## src/rtl/dsec_pkg.sv

```systemverilog
// Shared types for the data-stream encryption ingress controller.
package dsec_pkg;

    localparam int unsigned ERR_CODE_W = 2;

    // Controller states
    typedef enum logic [1:0] {
        ST_NOKEY = 2'd0,
        ST_LOAD  = 2'd1,
        ST_RUN   = 2'd2,
        ST_ERR   = 2'd3
    } state_e;

    // Sticky error codes reported on error_code
    typedef enum logic [ERR_CODE_W-1:0] {
        ERR_NONE       = 2'b00,
        ERR_DATA_FIRST = 2'b01,
        ERR_LOAD_ABORT = 2'b10,
        ERR_KEY_PARITY = 2'b11
    } err_code_e;

endpackage

```

## src/rtl/dsec_sync_fifo.sv

```systemverilog
// Synchronous FIFO feeding the compression stage; pointers carry one extra
// wrap bit so full and empty are distinguishable without a counter.
module dsec_sync_fifo #(
    parameter int unsigned DATA_W     = 64,
    parameter int unsigned FIFO_DEPTH = 4
) (
    input  logic              clk,
    input  logic              rst,
    input  logic              push_i,
    input  logic [DATA_W-1:0] wdata_i,
    input  logic              pop_i,
    output logic              full_o,
    output logic              empty_o,
    output logic [DATA_W-1:0] head_o
);

    localparam int unsigned PTR_W = $clog2(FIFO_DEPTH);

    logic [PTR_W:0]    wr_ptr_q, wr_ptr_d;
    logic [PTR_W:0]    rd_ptr_q, rd_ptr_d;
    logic [DATA_W-1:0] mem_q [FIFO_DEPTH];
    logic              push_ok_c;
    logic              pop_ok_c;

    assign empty_o   = (wr_ptr_q == rd_ptr_q);
    assign full_o    = (wr_ptr_q[PTR_W] != rd_ptr_q[PTR_W]) &&
                       (wr_ptr_q[PTR_W-1:0] == rd_ptr_q[PTR_W-1:0]);
    assign push_ok_c = push_i && !full_o;
    assign pop_ok_c  = pop_i && !empty_o;
    assign head_o    = mem_q[rd_ptr_q[PTR_W-1:0]];

    // Pointer advance on accepted push/pop
    always_comb begin
        wr_ptr_d = wr_ptr_q;
        rd_ptr_d = rd_ptr_q;
        if (push_ok_c) wr_ptr_d = wr_ptr_q + (PTR_W+1)'(1);
        if (pop_ok_c)  rd_ptr_d = rd_ptr_q + (PTR_W+1)'(1);
    end

    // Pointer registers; reset discards contents
    always_ff @(posedge clk) begin
        if (rst) begin
            wr_ptr_q <= '0;
            rd_ptr_q <= '0;
        end else begin
            wr_ptr_q <= wr_ptr_d;
            rd_ptr_q <= rd_ptr_d;
        end
    end

    // Storage write; contents need no reset since empty masks the head
    always_ff @(posedge clk) begin
        if (push_ok_c) mem_q[wr_ptr_q[PTR_W-1:0]] <= wdata_i;
    end

endmodule

```

## src/rtl/dsec_ingress_ctrl.sv

```systemverilog
// Ingress controller: loads a key set, gates data until keys are present,
// buffers data toward compression and reports sticky errors.
// Optional: define DSEC_KEY_PARITY_EN to require odd parity per key byte.
module dsec_ingress_ctrl
    import dsec_pkg::*;
#(
    parameter int unsigned DATA_W     = 64,
    parameter int unsigned NUM_KEYS   = 3,
    parameter int unsigned FIFO_DEPTH = 4
) (
    input  logic                       clk,
    input  logic                       rst,
    input  logic [DATA_W-1:0]          data_in,
    input  logic                       in_valid,
    input  logic                       key_config,
    output logic                       rdy,
    output logic [NUM_KEYS*DATA_W-1:0] key_out,
    output logic                       keys_loaded,
    output logic [DATA_W-1:0]          comp_data,
    output logic                       comp_valid,
    input  logic                       comp_rdy,
    output logic                       error,
    output logic [ERR_CODE_W-1:0]      error_code,
    input  logic                       error_clr
);

    localparam int unsigned IDX_W    = (NUM_KEYS > 1) ? $clog2(NUM_KEYS) : 1;
    localparam int unsigned LAST_IDX = NUM_KEYS - 1;

    state_e            state_q, state_d;
    logic [IDX_W-1:0]  idx_q, idx_d;
    logic [IDX_W-1:0]  slot_c;
    logic [DATA_W-1:0] key_q [NUM_KEYS];
    logic [DATA_W-1:0] key_d [NUM_KEYS];
    logic              loaded_q, loaded_d;
    logic              err_q, err_d;
    err_code_e         code_q, code_d;
    logic              fifo_full;
    logic              fifo_empty;
    logic              accept_c;
    logic              push_c;
    logic              key_ok_c;

`ifdef DSEC_KEY_PARITY_EN
    // DES convention: each key byte carries odd parity
    function automatic logic key_parity_ok(input logic [DATA_W-1:0] w);
        logic ok;
        ok = 1'b1;
        for (int unsigned b = 0; b < DATA_W / 8; b++) ok = ok & (^w[b*8 +: 8]);
        return ok;
    endfunction
    assign key_ok_c = key_parity_ok(data_in);
`else
    assign key_ok_c = 1'b1;
`endif

    // Re-key waits for the FIFO to drain so buffered data keeps its key set
    assign rdy      = !rst && (state_q != ST_ERR) && !fifo_full &&
                      !((state_q == ST_RUN) && key_config && !fifo_empty);
    assign accept_c = in_valid && rdy;
    assign push_c   = accept_c && !key_config && (state_q == ST_RUN);
    // A key beat outside LOAD always starts a fresh set at slot 0
    assign slot_c   = (state_q == ST_LOAD) ? idx_q : '0;

    // Next-state, key bank and error logic
    always_comb begin
        state_d  = state_q;
        idx_d    = idx_q;
        key_d    = key_q;
        loaded_d = loaded_q;
        err_d    = err_q;
        code_d   = code_q;
        case (state_q)
            ST_NOKEY, ST_LOAD, ST_RUN: begin
                if (accept_c && key_config) begin
                    if (!key_ok_c) begin
                        state_d  = ST_ERR;
                        err_d    = 1'b1;
                        code_d   = ERR_KEY_PARITY;
                        loaded_d = 1'b0;
                    end else begin
                        for (int unsigned k = 0; k < NUM_KEYS; k++) begin
                            if (IDX_W'(k) == slot_c) key_d[k] = data_in;
                        end
                        if (slot_c == IDX_W'(LAST_IDX)) begin
                            state_d  = ST_RUN;
                            loaded_d = 1'b1;
                            idx_d    = '0;
                        end else begin
                            state_d  = ST_LOAD;
                            loaded_d = 1'b0;
                            idx_d    = slot_c + IDX_W'(1);
                        end
                    end
                end else if (accept_c && (state_q == ST_NOKEY)) begin
                    state_d = ST_ERR;
                    err_d   = 1'b1;
                    code_d  = ERR_DATA_FIRST;
                end else if (accept_c && (state_q == ST_LOAD)) begin
                    state_d = ST_ERR;
                    err_d   = 1'b1;
                    code_d  = ERR_LOAD_ABORT;
                end
            end
            ST_ERR: begin
                if (error_clr) begin
                    state_d  = ST_NOKEY;
                    err_d    = 1'b0;
                    code_d   = ERR_NONE;
                    idx_d    = '0;
                    loaded_d = 1'b0;
                end
            end
            default: state_d = ST_NOKEY;
        endcase
    end

    // State and key-bank registers
    always_ff @(posedge clk) begin
        if (rst) begin
            state_q  <= ST_NOKEY;
            idx_q    <= '0;
            loaded_q <= 1'b0;
            err_q    <= 1'b0;
            code_q   <= ERR_NONE;
            for (int unsigned k = 0; k < NUM_KEYS; k++) key_q[k] <= '0;
        end else begin
            state_q  <= state_d;
            idx_q    <= idx_d;
            loaded_q <= loaded_d;
            err_q    <= err_d;
            code_q   <= code_d;
            key_q    <= key_d;
        end
    end

    for (genvar k = 0; k < NUM_KEYS; k++) begin : g_key_out
        assign key_out[k*DATA_W +: DATA_W] = key_q[k];
    end

    assign keys_loaded = loaded_q;
    assign error       = err_q;
    assign error_code  = code_q;
    assign comp_valid  = !fifo_empty;

    dsec_sync_fifo #(
        .DATA_W     (DATA_W),
        .FIFO_DEPTH (FIFO_DEPTH)
    ) u_fifo (
        .clk     (clk),
        .rst     (rst),
        .push_i  (push_c),
        .wdata_i (data_in),
        .pop_i   (comp_rdy),
        .full_o  (fifo_full),
        .empty_o (fifo_empty),
        .head_o  (comp_data)
    );

endmodule

```

## config.mk

```make
export PLATFORM = sky130hd
export DESIGN_NAME = dsec_ingress_ctrl
export DESIGN_NICKNAME = d
export VERILOG_FILES = /design/src/rtl/dsec_pkg.sv /design/src/rtl/dsec_sync_fifo.sv /design/src/rtl/dsec_ingress_ctrl.sv
export SDC_FILE = /design/constraint.sdc
export NUM_CORES = 1
export LEC_CHECK = 0
export ABC_AREA = 1
export CORE_UTILIZATION = 40
export CTS_BUF_LIST = sky130_fd_sc_hd__clkbuf_16
export DETAILED_ROUTE_END_ITERATION = 7
export GPL_TIMING_DRIVEN = 0
export PLACE_DENSITY = 0.74
export SYNTH_ARGS = -nofsm -noshare
export SYNTH_HDL_FRONTEND = slang
export SYNTH_SLANG_ARGS = --single-unit
export TNS_END_PERCENT = 10
```

## constraint.sdc

```tcl
create_clock -name clk -period 13.6 [get_ports clk]
set_input_delay 2.72 -clock clk [delete_from_list [all_inputs] [get_ports clk]]
set_output_delay 2.72 -clock clk [all_outputs]
set_load 0.03 [all_outputs]
```

### Word-level counts from Yosys, hierarchy flattened

Memory sizes are Yosys's and may differ from the RTL's. A register that Yosys moved wholly into a read port is not among the register bits.
Index checks and enable logic that the tools add are counted.

| storage, ports and cells | value |
|---|---|
| register bits | 206 |
| memories | 1 |
| output and inout bits | 262 |
| word-level logic and storage cells | 83 |
| input port bits | 70 |
| RAM bits | 256 |

Memories:

| name | words | width | rd ports | clocked after Yosys merged registers in | wr ports | RTL line | RTL |
|---|---|---|---|---|---|---|---|
| u_fifo.mem_q | 4 | 64 | 1 | 1 | 1 | dsec_sync_fifo.sv:21 | `logic [DATA_W-1:0] mem_q [FIFO_DEPTH];` |

| cells by class | value |
|---|---|
| muxes and demuxes | 26 |
| $add $sub $neg | 3 |
| reduce and logical (&&, ||, !) cells | 28 |
| eq/ne operators | 15 |

Operators with widths:

| kind | count |
|---|---|
| $mux 2 | 13 |
| $logic_and 1x1->1 | 14 |
| $pmux 2 s2 | 3 |
| $reduce_and 3->1 | 4 |
| $mux 1 | 8 |
| $ne 2x2->1 const B | 4 |
| $add 3x1->3 const B | 2 |
| $eq 2x2->1 const B | 3 |
| $logic_not 1->1 | 5 |
| $logic_not 2->1 | 2 |
| $ne 4x4->1 const B | 1 |
| $pmux 1 s2 | 2 |
| $reduce_and 2->1 | 2 |
| $eq 3x3->1 | 1 |
| $ne 3x3->1 const B | 1 |
| $reduce_or 3->1 | 1 |
| $add 2x1->2 const B | 1 |
| $eq 1x2->1 const A | 1 |
| $eq 2x1->1 const B | 1 |
| $eq 2x2->1 | 1 |
| $eq 2x2->1 const A | 1 |
| $ne 1x1->1 | 1 |

### Longest topological paths before layout

Gate-level depths: netlist of run 1.

| logic depth | value |
|---|---|
| depth after elaboration | 11 |
| mapped depth | 13 |
| depth with buffers taken out | 11 |

### Modules after synthesis

A second synthesis of run 1 with hierarchy kept.

| unflattened totals | value |
|---|---|
| cells, all modules | 1,608 |
| area total of the unflattened synthesis | 17,270.3 um^2 |

Modules (own cells, without submodules):

| module | times used | cells an instance | area each (um^2) |
|---|---|---|---|
| dsec_sync_fifo | 1 | 693 | 9,983.3 |
| dsec_ingress_ctrl | 1 | 915 | 7,287.0 |

### Least setup slack after synthesis of run 1

Ideal clock, no wire load.

| timing path | value |
|---|---|
| path kind | in2reg |
| start point | in rst |
| end point | mem u_fifo.mem_q[0][0], enable pin |
| arrival time | 6.455 ns |
| cell stages on the path | 8 |
| setup time | 0.486 ns |
| slack | 6.658 ns |
| data required time | 13.114 ns |
| cell sequence | buf_2 > nor2_4 > nand2_1 > nor2_4 > nand2_1 > nor2_1 > inv_1 > nor2_1 |

| on the way | value |
|---|---|
| cells in the longest elaborated chain, start to end | 10 |

Ends and longest elaborated chain:

| what | RTL line | RTL |
|---|---|---|
| start: declaration | dsec_ingress_ctrl.sv:12 | `input logic rst,` |
| $logic_not 1->1 | dsec_ingress_ctrl.sv:58 | `assign rdy = !rst && (state_q != ST_ERR) && !fifo_full &&` |
| $logic_and 1x1->1 (3 in a row) | dsec_ingress_ctrl.sv:58 |  |
| net rdy | dsec_ingress_ctrl.sv:16 | `output logic rdy,` |
| $logic_and 1x1->1 | dsec_ingress_ctrl.sv:60 | `assign accept_c = in_valid && rdy;` |
| $logic_and 1x1->1 (2 in a row) | dsec_ingress_ctrl.sv:61 | `assign push_c = accept_c && !key_config && (state_q == ST_RUN);` |
| $logic_and 1x1->1 | dsec_sync_fifo.sv:28 | `assign push_ok_c = push_i && !full_o;` |
| $mux 1 | dsec_sync_fifo.sv:53 | `if (push_ok_c) mem_q[wr_ptr_q[PTR_W-1:0]] <= wdata_i;` |
| $mux 1 (implied by the code) | dsec_sync_fifo.sv:53 |  |
| end: declaration | dsec_sync_fifo.sv:21 |  |

The timed path passes the listed nets, and every way through them passes these cells.

### Worst setup path after layout of run 1

| timing path | value |
|---|---|
| start point | in key_config |
| end point | out rdy |

| on the way | value |
|---|---|
| cells in the longest elaborated chain, start to end | 4 |

Ends and longest elaborated chain:

| what | RTL line | RTL |
|---|---|---|
| start: declaration | dsec_ingress_ctrl.sv:15 | `input logic key_config,` |
| $logic_and 1x1->1 (2 in a row) | dsec_ingress_ctrl.sv:59 | `!((state_q == ST_RUN) && key_config && !fifo_empty);` |
| $logic_not 1->1 | dsec_ingress_ctrl.sv:59 |  |
| $logic_and 1x1->1 | dsec_ingress_ctrl.sv:58 |  |
| end: declaration | dsec_ingress_ctrl.sv:16 |  |

No other way between the ends.

==> results of run 1 <==
==> flip-flops by register name (all words and copies together) (netlist names), named ones only <==
register / cells
u_fifo.mem_q: 256
error_code: 2
error: 1
state_q: 2
u_fifo.wr_ptr_q: 3
key_out: 192
u_fifo.rd_ptr_q: 3
keys_loaded: 1
idx_q: 2
==> routing by layer <==
metal  global-route usage, %  share of wire, %  vias to the layer above  wire length (um)
li1                        -                 -                     6258                 -
met1                    31.6                43                     6450             22600
met2                    39.4                48                      509             25100
met3                    4.42               6.7                       71              3510
met4                    7.15               2.1                        0              1120
met5                       0                 0                        -                 0
==> worst max-delay path by stage <==
stage / slack (ps) / depth (start not counted) / end / from
5_1_grt: 6410 / 5 / rdy / key_config
3_5_place_dp: 6470 / 5 / rdy / key_config
3_3_place_gp: 3860 / 8 / u_fifo.mem_q[3][19] / key_config
2_1_floorplan: 6660 / 8 / u_fifo.mem_q[0][0] / rst
6_report: 6430 / 5 / rdy / key_config
4_1_cts: 6470 / 5 / rdy / key_config
==> Yosys cell counts <==
| library cell | instances |
|---|---|
| nor2_1 | 531 |
| edfxtp_1 | 256 |
| dfxtp_1 | 208 |
| o21ai_0 | 166 |
| o21ai_1 | 160 |
| clkbuf_1 | 64 |
| o22ai_1 | 64 |
| nand2_1 | 40 |
| buf_6 | 37 |
| inv_1 | 19 |
| a21oi_1 | 8 |
| inv_2 | 8 |
| ha_1 | 5 |
| nand3_1 | 5 |
| nor2_4 | 4 |
| a21oi_2 | 3 |
| buf_1 | 2 |
| nand2_2 | 2 |
| nand4_1 | 2 |
| nand4_4 | 2 |
| buf_2 | 1 |
| clkinv_1 | 1 |
| inv_4 | 1 |
| nand3_2 | 1 |
| nor3_1 | 1 |
| nor3b_1 | 1 |
==> cell type report <==
cell class / instances / area (um^2) / share of cell area (%)
clock inverters: 39 / 332 / 1.45
repair buffers: 338 / 3490 / 15.2
diodes: 1 / 2.50 / 0.0109
clock buffers: 52 / 1300 / 5.68
well taps: 539 / 674 / 2.94
flip-flops and latches: 464 / 11900 / 51.7
plain buffers: 104 / 669 / 2.92
multi-input cells: 995 / 4490 / 19.6
inverters: 29 / 111 / 0.486
==> worst max-delay path: cells and delay by family <==
kind | cells | cell delay, ps
compound gates | 1 | 60
buf+inv | 2 | 1290
simple gates | 2 | 380
==> per-stage QoR <==
stage               setup WS (ps)  std cells  hold slack, ps
global placement             3860       2461             453
global route                 6410       2560             475
detailed placement           6470       2469             454
CTS                          6470       2560             465
finish                       6430       2561             465
floorplan                    6660       1592             461
==> kinds of logic after synthesis <==
| group | share of synthesized area [%] |
|---|---|
| and+or+nand+nor | 13.5 |
| adders and majority gates | 0.366 |
| buffers and inverters | 4.57 |
| AOI/OAI and AO/OA | 12.3 |
| DFF | 69.3 |
==> placed cells by master (no fill, tap or decap), types with 8 or more instances in the layout <==
| master | instances |
|---|---|
| nand2_1 | 40 |
| inv_1 | 32 |
| dfxtp_1 | 208 |
| clkbuf_16 | 52 |
| o21ai_1 | 160 |
| clkdlybuf4s50_1 | 330 |
| edfxtp_1 | 256 |
| o21ai_0 | 166 |
| clkbuf_1 | 64 |
| nor2_1 | 527 |
| a21oi_1 | 8 |
| nor2_4 | 8 |
| buf_6 | 37 |
| inv_2 | 9 |
| o22ai_1 | 64 |
==> power groups by stage <==
| stage | Clock [mW] | Sequential, mW | Combinational [mW] |
|---|---|---|---|
| final | 1.34 | 1.52 | 0.626 |
| after global routing | 1.42 | 1.52 | 0.666 |
| after CTS | 1.36 | 1.52 | 0.629 |
| after detailed placement | 0 | 1.55 | 0.626 |
| after global placement | 0 | 1.55 | 0.617 |
| after floorplan | 0 | 1.58 | 0.298 |
==> flow_metrics.env, run 1 <==
export IMPL_reg2reg_slack_ps=10550
export IMPL_ios=332
export IMPL_finalCriticalPeriod_ps=7170
export IMPL_gp_congestion=0.834
export IMPL_synth_cell_area_um2=17100
export IMPL_grt_overflow=0
export IMPL_cts_hold_buf=0
export IMPL_status="finished clean"
export IMPL_routedWlPerCell_um=20.4
export IMPL_slew_viol_final=0
export IMPL_path_clk_slew_ps=60
export IMPL_die_h_um=209
export IMPL_clkSinkCount=464
export IMPL_crit_arrival_ps=4450
export IMPL_combPwrFrac_pct=17.9
export IMPL_placed_area_um2=21300
export IMPL_slew_headroom_pct=15.3
export IMPL_synth_largest_area_cell="edfxtp_1"
export IMPL_dp_hpwl_um=35300
export IMPL_hold_path_startpoint="keys_loaded"
export IMPL_p_int_mw=2.51
export IMPL_postSynthAreaPerCell_um2=10.7
export IMPL_cpMostUsedCell="clkdlybuf4s50_1"
export IMPL_drt_vias_per_instance=5.19
export IMPL_setup_viol=0
export IMPL_grt_max_degree=29
export IMPL_drtPass1Iterations=5
export IMPL_yosys_cell_types_count=26
export IMPL_die_width_um=209
export IMPL_p_switching_uw=983
export IMPL_final_core_util_pct=54.5
export IMPL_critPathKind="in2out"
export IMPL_final_area_um2=22900
export IMPL_synth_warnings=0
export IMPL_initial_core_util_pct=40.7
export IMPL_timing_final_hold_violations=0
export IMPL_nets=2056
export IMPL_num_rows=75
export IMPL_leakage_nw=8.31
export IMPL_grt_use_total_pct=23.7
export IMPL_finalCritPeriodShare_pct=52.7
export IMPL_critPathLaunchType="primary input"
export IMPL_r2r_start="u_fifo.wr_ptr_q[0]"
export IMPL_skew_ps=22.8
export IMPL_post_cts_buffers=0
export IMPL_clockBufferDepth=3
export IMPL_htreeDepth=2
export IMPL_cts_root_buf="clkbuf_16"
export IMPL_totalWireLength_um=52300
export IMPL_grt_pass1_wl_um=78300
export IMPL_critical_path_max_stage_delay_ps=740
export IMPL_fp_dieArea_um2=43600
export IMPL_whs_endpoint="keys_loaded"
export IMPL_cp_required_ps=10880
export IMPL_swShare_pct=28.2
export IMPL_r2r_cells=11
export IMPL_p_seq_share_pct=43.6
export IMPL_p_per_area_nw_per_um2=152
export IMPL_drtIter0Drc=1102
export IMPL_yosysSeqAreaShare_pct=69.3
export IMPL_cp_max_fo=5
export IMPL_synth_cells=1592
export IMPL_cts_tree="done"
export IMPL_synth_area_leaders="edfxtp_1, dfxtp_1, nor2_1, o21ai_0, o21ai_1"
export IMPL_antenna_found_initial=0
export IMPL_critPathSlowestCell="clkdlybuf4s50_1"
export IMPL_ir_drop_mv=0.0796
export IMPL_clock_latency_ps=580
export IMPL_holdPathStages=2
export IMPL_postCtsResizedCells=0
export IMPL_grt_pass1_vias=12900
export IMPL_max_freq_ghz=0.139
export IMPL_power_total_mw=3.49
export IMPL_fill_cells=3559
export IMPL_numCtsBuffers=49
export IMPL_port_buffers=330
export IMPL_path_cells="clkdlybuf4s50_1, nand2_1, a21oi_2, nor2_4, clkdlybuf4s50_1"
export IMPL_rsz0062_at_grt="false"
export IMPL_ys_ff_latch=464
export IMPL_drtAntennaViolNets=0
export IMPL_drive_above_1_share_pct=7.17
export IMPL_via_count=13300
export IMPL_crit_path_end_kind="output pin"
export IMPL_drc=0
export IMPL_core_um2=42000
export IMPL_maxCapViolCount=0
export IMPL_tns_ps=0
export IMPL_timing_rr_end="u_fifo.mem_q[0][17]"
export IMPL_synth_top_area_share_pct=45.0
export IMPL_tightest_slew_ps=1270
export IMPL_worstHoldPathType="reg2reg"
export IMPL_area_growth_synth_to_final_pct=34.1
export IMPL_synth_nets=1667
export IMPL_power_share_clock_pct=38.5
No activity file was read; power rests on OpenSTA's default activity.
==> run 2, diff against run 1 <==
--- a/config.mk
+++ b/config.mk
@@ -10,7 +10,7 @@
 export CTS_BUF_LIST = sky130_fd_sc_hd__clkbuf_16
 export DETAILED_ROUTE_END_ITERATION = 7
 export GPL_TIMING_DRIVEN = 0
-export PLACE_DENSITY = 0.74
+export PLACE_DENSITY = 0.77
 export SYNTH_ARGS = -nofsm -noshare
 export SYNTH_HDL_FRONTEND = slang
 export SYNTH_SLANG_ARGS = --single-unit
==> constraint.sdc (replaced) <==
create_clock -name clk -period 6.1 [get_ports clk]
set_input_delay 1.22 -clock clk [delete_from_list [all_inputs] [get_ports clk]]
set_output_delay 1.22 -clock clk [all_outputs]
set_load 0.03 [all_outputs]
==> run 2 against run 1 <==
  * Register-to-register slack worse by 7700 ps
  * Setup slack worse by 5300 ps
  * Power is 120% higher
  * Global-route usage grew 0.28 points
  * Sequential power grew 120%
==> flow_metrics.env, run 2 (synthesis results as in run 1) <==
export IMPL_status="finished clean"
export IMPL_tns_ps=0
export IMPL_ios=332
export IMPL_maxCapViolCount=0
export IMPL_nets=2055
export IMPL_timing_final_hold_violations=0
export IMPL_grt_max_degree=27
export IMPL_totalWireLength_um=53300
export IMPL_crit_path_end_kind="output pin"
export IMPL_rsz0062_at_grt="false"
export IMPL_cp_required_ps=4880
export IMPL_skew_ps=31.9
export IMPL_clkSinkCount=464
export IMPL_leakage_nw=8.25
export IMPL_port_buffers=330
export IMPL_grt_pass1_wl_um=79300
export IMPL_cts_root_buf="clkbuf_16"
export IMPL_fp_dieArea_um2=43600
export IMPL_die_h_um=209
export IMPL_clock_latency_ps=590
export IMPL_holdPathStages=2
export IMPL_placedCellCount=2469
export IMPL_final_cell_mix="nor2_1, clkdlybuf4s50_1, edfxtp_1, dfxtp_1, o21ai_0"
export IMPL_grt_overflow=0
export IMPL_postCtsResizedCells=0
export IMPL_drtAntennaViolNets=0
export IMPL_core_um2=42000
export IMPL_path_cells="clkbuf_1, inv_1, clkbuf_1, clkbuf_1, o21ai_0, o22ai_1, clkdlybuf4s50_1"
export IMPL_antenna_found_initial=2
export IMPL_crit_arrival_ps=3780
export IMPL_slew_headroom_pct=16.8
export IMPL_grt_pass1_vias=13200
export IMPL_r2r_start="u_fifo.wr_ptr_q[1]"
export IMPL_drive_above_1_share_pct=7.03
export IMPL_gp_congestion=0.838
export IMPL_grt_use_total_pct=24.0
export IMPL_timing_rr_end="u_fifo.mem_q[3][23]"
export IMPL_cts_tree="done"
export IMPL_routedWlPerCell_um=20.8
export IMPL_critPathSlowestCell="clkdlybuf4s50_1"
export IMPL_htreeDepth=2
export IMPL_drt_vias_per_instance=5.26
export IMPL_drtIter0Drc=1039
export IMPL_worstHoldPathType="reg2reg"
export IMPL_critPathLaunchType="register"
export IMPL_clockBufferDepth=3
export IMPL_critical_path_max_stage_delay_ps=750
export IMPL_reg2reg_slack_ps=2900
export IMPL_slew_viol_final=0
export IMPL_dp_hpwl_um=36000
export IMPL_finalCriticalPeriod_ps=5000
export IMPL_largest_reg_flops=256
export IMPL_cpMostUsedCell="clkbuf_1"
export IMPL_drc=0
export IMPL_drtPass1Iterations=5
export IMPL_critPathKind="reg2out"
export IMPL_p_per_area_nw_per_um2=334
export IMPL_path_clk_slew_ps=60
export IMPL_ir_drop_mv=0.216
export IMPL_initial_core_util_pct=40.7
export IMPL_setup_viol=0
export IMPL_tightest_slew_ps=1250
export IMPL_whs_endpoint="keys_loaded"
export IMPL_post_cts_buffers=0
export IMPL_final_core_util_pct=54.2
export IMPL_via_count=13500
export IMPL_num_rows=75
export IMPL_numCtsBuffers=48
export IMPL_r2r_cells=12
export IMPL_max_freq_ghz=0.200
export IMPL_finalCritPeriodShare_pct=82.0
export IMPL_hold_path_startpoint="keys_loaded"
export IMPL_cp_max_fo=10
export IMPL_layout_cells_non_filler=2561
export IMPL_area_growth_synth_to_final_pct=33.4
export IMPL_cts_hold_buf=0
export IMPL_die_width_um=209
export IMPL_mostFrequentLayoutCell="nor2_1"
[run 2: through the flow]
step	total power, mW	instance area [um^2]	hold slack, ps	worst slack [ps]
final	7.63	22800	476	1100
after global routing	7.87	22800	508	885
after CTS	7.67	22800	468	972
after detailed placement	4.85	21300	456	1580
after global placement	4.83	21100	452	-2120
after floorplan	4.20	17100	461	658
[run 2: worst max-delay path by stage]
| stage | start | endpoint | slack [ps] | cells after the start |
|---|---|---|---|---|
| 2_1_floorplan | rst | u_fifo.mem_q[0][0] | 660 | 8 |
| 3_3_place_gp | key_config | u_fifo.mem_q[3][20] | -2120 | 8 |
| 3_5_place_dp | register | comp_data[63] | 1580 | 7 |
| 4_1_cts | register | comp_data[63] | 970 | 7 |
| 5_1_grt | register | comp_data[29] | 890 | 6 |
| 6_report | register | comp_data[42] | 1100 | 7 |
[run 2: cell type report]
class                      count  area (um^2)
fill                        3604        19200
sequential                   464        11900
multi-input combinational    995         4490
timing repair buffer         338         3470
clock buffer                  50         1250
tap                          539          674
buffer                       104          669
clock inverter                40          278
inverter                      29          111
antenna                        2         5.00
[run 2: worst max-delay path, delay by kind of cell (launching register included)]
family          cells  cell delay (ps)
buf+inv             5             2470
compound gates      2              400
flops               1              310
[run 2: metal layers]
| layer | part of all wire [%] | vias to the layer above | GRT usage (%) | wire length [um] |
|---|---|---|---|---|
| li1 | - | 6264 | - | - |
| met1 | 42 | 6535 | 30.7 | 22400 |
| met2 | 47 | 554 | 39.4 | 25300 |
| met3 | 7.1 | 107 | 5.58 | 3770 |
| met4 | 3.6 | 0 | 9.56 | 1900 |
| met5 | 0 | - | 0 | 0 |
[run 2: power by group]
group          leakage [nW]  switching [mW]  internal [mW]
clock network         0.780            1.22           1.62
logic                  3.49           0.927          0.475
registers              3.98          0.0329           3.35
==> run 3, diff against run 2 <==
--- a/config.mk
+++ b/config.mk
@@ -10,7 +10,7 @@
 export CTS_BUF_LIST = sky130_fd_sc_hd__clkbuf_16
 export DETAILED_ROUTE_END_ITERATION = 7
 export GPL_TIMING_DRIVEN = 0
-export PLACE_DENSITY = 0.77
+export PLACE_DENSITY = 0.74
 export SYNTH_ARGS = -nofsm -noshare
 export SYNTH_HDL_FRONTEND = slang
 export SYNTH_SLANG_ARGS = --single-unit
==> constraint.sdc (replaced) <==
create_clock -name clk -period 4.7 [get_ports clk]
set_input_delay 0.94 -clock clk [delete_from_list [all_inputs] [get_ports clk]]
set_output_delay 0.94 -clock clk [all_outputs]
set_load 0.03 [all_outputs]
==> run 3 against run 2 <==
  * The flow now finishes with violations (antenna rules)
  * Clock power rose by 37%
  * Combinational power up 29%
  * Worst hold slack got worse by 11 ps
  * Count of clock-buffer cells in the layout increased by 2
  * Global-route usage shrank 0.28 points
  * Largest power group unchanged
  * Highest routed layer unchanged
==> flow_metrics.env, run 3 (synthesis results as in run 1) <==
export IMPL_crit_arrival_ps=3430
export IMPL_critPathLaunchType="register"
export IMPL_fin_ws_ps=335
export IMPL_setup_viol=0
export IMPL_status="finished with violations"
export IMPL_finalCriticalPeriod_ps=4370
export IMPL_drt_vias_per_instance=5.16
export IMPL_via_count=13200
export IMPL_cpMostUsedCell="clkbuf_1"
export IMPL_timing_final_hold_violations=0
export IMPL_worstHoldPathType="reg2reg"
export IMPL_slew_headroom_pct=15.4
export IMPL_grt_overflow=0
export IMPL_core_um2=42000
export IMPL_skew_ps=21.9
export IMPL_totalWireLength_um=52300
export IMPL_numCtsBuffers=49
export IMPL_antenna_found_initial=0
export IMPL_drtAntennaViolNets=1
export IMPL_drc=0
export IMPL_clock_latency_ps=580
export IMPL_cp_num_buf_inv=3
export IMPL_cts_tree="done"
export IMPL_num_rows=75
export IMPL_crit_path_end_kind="output pin"
export IMPL_gp_congestion=0.834
export IMPL_path_cells="clkbuf_1, clkbuf_1, nor2_1, o22ai_1, clkdlybuf4s50_1"
export IMPL_place_ws_ps=575
export IMPL_largest_reg_flops=256
export IMPL_port_buffers=330
export IMPL_grt_use_total_pct=23.7
export IMPL_violations="antenna rules"
export IMPL_grt_pass1_vias=12900
export IMPL_rsz0062_at_grt="false"
export IMPL_dp_hpwl_um=35300
export IMPL_drtIter0Drc=1108
export IMPL_drtPass1Iterations=5
export IMPL_max_freq_ghz=0.229
export IMPL_cts_hold_buf=0
export IMPL_reg2reg_slack_ps=1670
export IMPL_placedCellCount=2469
export IMPL_fill_cells=3559
export IMPL_leakage_nw=8.32
export IMPL_slew_viol_final=0
export IMPL_routedWlPerCell_um=20.4
export IMPL_cts_root_buf="clkbuf_16"
export IMPL_critical_path_max_stage_delay_ps=760
export IMPL_cp_required_ps=3760
export IMPL_tightest_slew_ps=1270
export IMPL_ios=332
export IMPL_ir_drop_mv=0.231
export IMPL_critPathKind="reg2out"
export IMPL_area_growth_synth_to_final_pct=34.1
export IMPL_die_width_um=209
export IMPL_die_h_um=209
export IMPL_layout_cells_non_filler=2565
export IMPL_tns_ps=0
export IMPL_nets=2055
export IMPL_finalCritPeriodShare_pct=92.9
export IMPL_critPathSlowestCell="dfxtp_1"
export IMPL_fp_dieArea_um2=43600
export IMPL_path_clk_slew_ps=60
export IMPL_initial_core_util_pct=40.7
export IMPL_grt_pass1_wl_um=78300
export IMPL_grt_max_degree=29
export IMPL_drive_above_1_share_pct=7.23
export IMPL_final_cell_mix="nor2_1, clkdlybuf4s50_1, edfxtp_1, dfxtp_1, o21ai_0"
export IMPL_mostFrequentLayoutCell="nor2_1"
export IMPL_p_per_area_nw_per_um2=440
export IMPL_crit_family="buffers and inverters"
export IMPL_clockBufferDepth=3
export IMPL_maxCapViolCount=0
export IMPL_clkSinkCount=464
export IMPL_cp_max_fo=12
export IMPL_htreeDepth=2
==> run 3: cell types whose count changed in the layout (fill, tap and decap cells not counted), moves of 2 or more <==
cell,delta
clkinv_1,-4
diode_2,+4
inv_6,-3
buf_12,-2
buf_16,+2
bufinv_16,+2
clkbuf_1,-2
clkbuf_16,+2
clkinv_2,-2
clkinv_4,+2
inv_1,+2
==> run 3: final timing paths <==
| kind | cells past startpoint | startpoint | endpoint |
|---|---|---|---|
| min | 2 | keys_loaded | keys_loaded |
| max | 5 | register | comp_data[29] |
| max reg2reg | 11 | u_fifo.wr_ptr_q[1] | u_fifo.mem_q[0][17] |
| min reg2reg | 2 | keys_loaded | keys_loaded |
==> run 3: area by class of cell <==
cell class,count,area (um^2),share of cell area [%]
clock inverters,39,332,1.45
clock buffers,52,1300,5.67
multi-input cells,995,4490,19.6
inverters,29,111,0.486
diodes,6,15.0,0.0655
well taps,539,674,2.94
flip-flops and latches,464,11900,51.7
repair buffers,338,3490,15.2
plain buffers,103,667,2.91
==> run 3: report_power, final <==
| group | switching [mW] | total [mW] | leakage, nW | internal, mW |
|---|---|---|---|---|
| logic | 1.19 | 1.80 | 3.50 | 0.617 |
| registers | 0.0506 | 4.40 | 3.98 | 4.35 |
| clock network | 1.61 | 3.88 | 0.836 | 2.28 |
| total | 2.84 | 10.1 | 8.32 | 7.25 |
==> run 3: repair_timing <==
| action | CTS | global route |
|---|---|---|
| resized for setup | 1 | 0 |
| gates cloned | 0 | 0 |
| hold endpoints to repair | 0 | 0 |
| endpoints found under the setup margin | 5 | 3 |
| setup buffers | 0 | 0 |
==> run 3: through the flow <==
stage	power [mW]	instance area [um^2]	util [%]	hold slack (ps)
2_1_floorplan	5.45	17100	-	461
3_3_place_gp	6.26	21100	50.1	453
3_5_place_dp	6.29	21300	50.6	454
4_1_cts	10.2	22900	54.5	465
5_1_grt	10.4	22900	54.5	475
6_report	10.1	22900	54.5	465
==> run 3: worst reg2reg max path, cell delays in order (launching register included) <==
cell and delay [ps]:
dfxtp_1 430, inv_2 80, nand2_1 60, nand2_1 130, nand3_1 140, nand2_1 90, nor2_4 170, nand2_1 70
nor2_1 220, inv_1 260, nor2_4 750, buf_12 300
==> run 3: metal layers <==
metal	GRT usage, %	share of wire (%)
met4	7.15	2.2
met1	31.6	43
met3	4.42	7.3
met2	39.4	48
met5	0	0
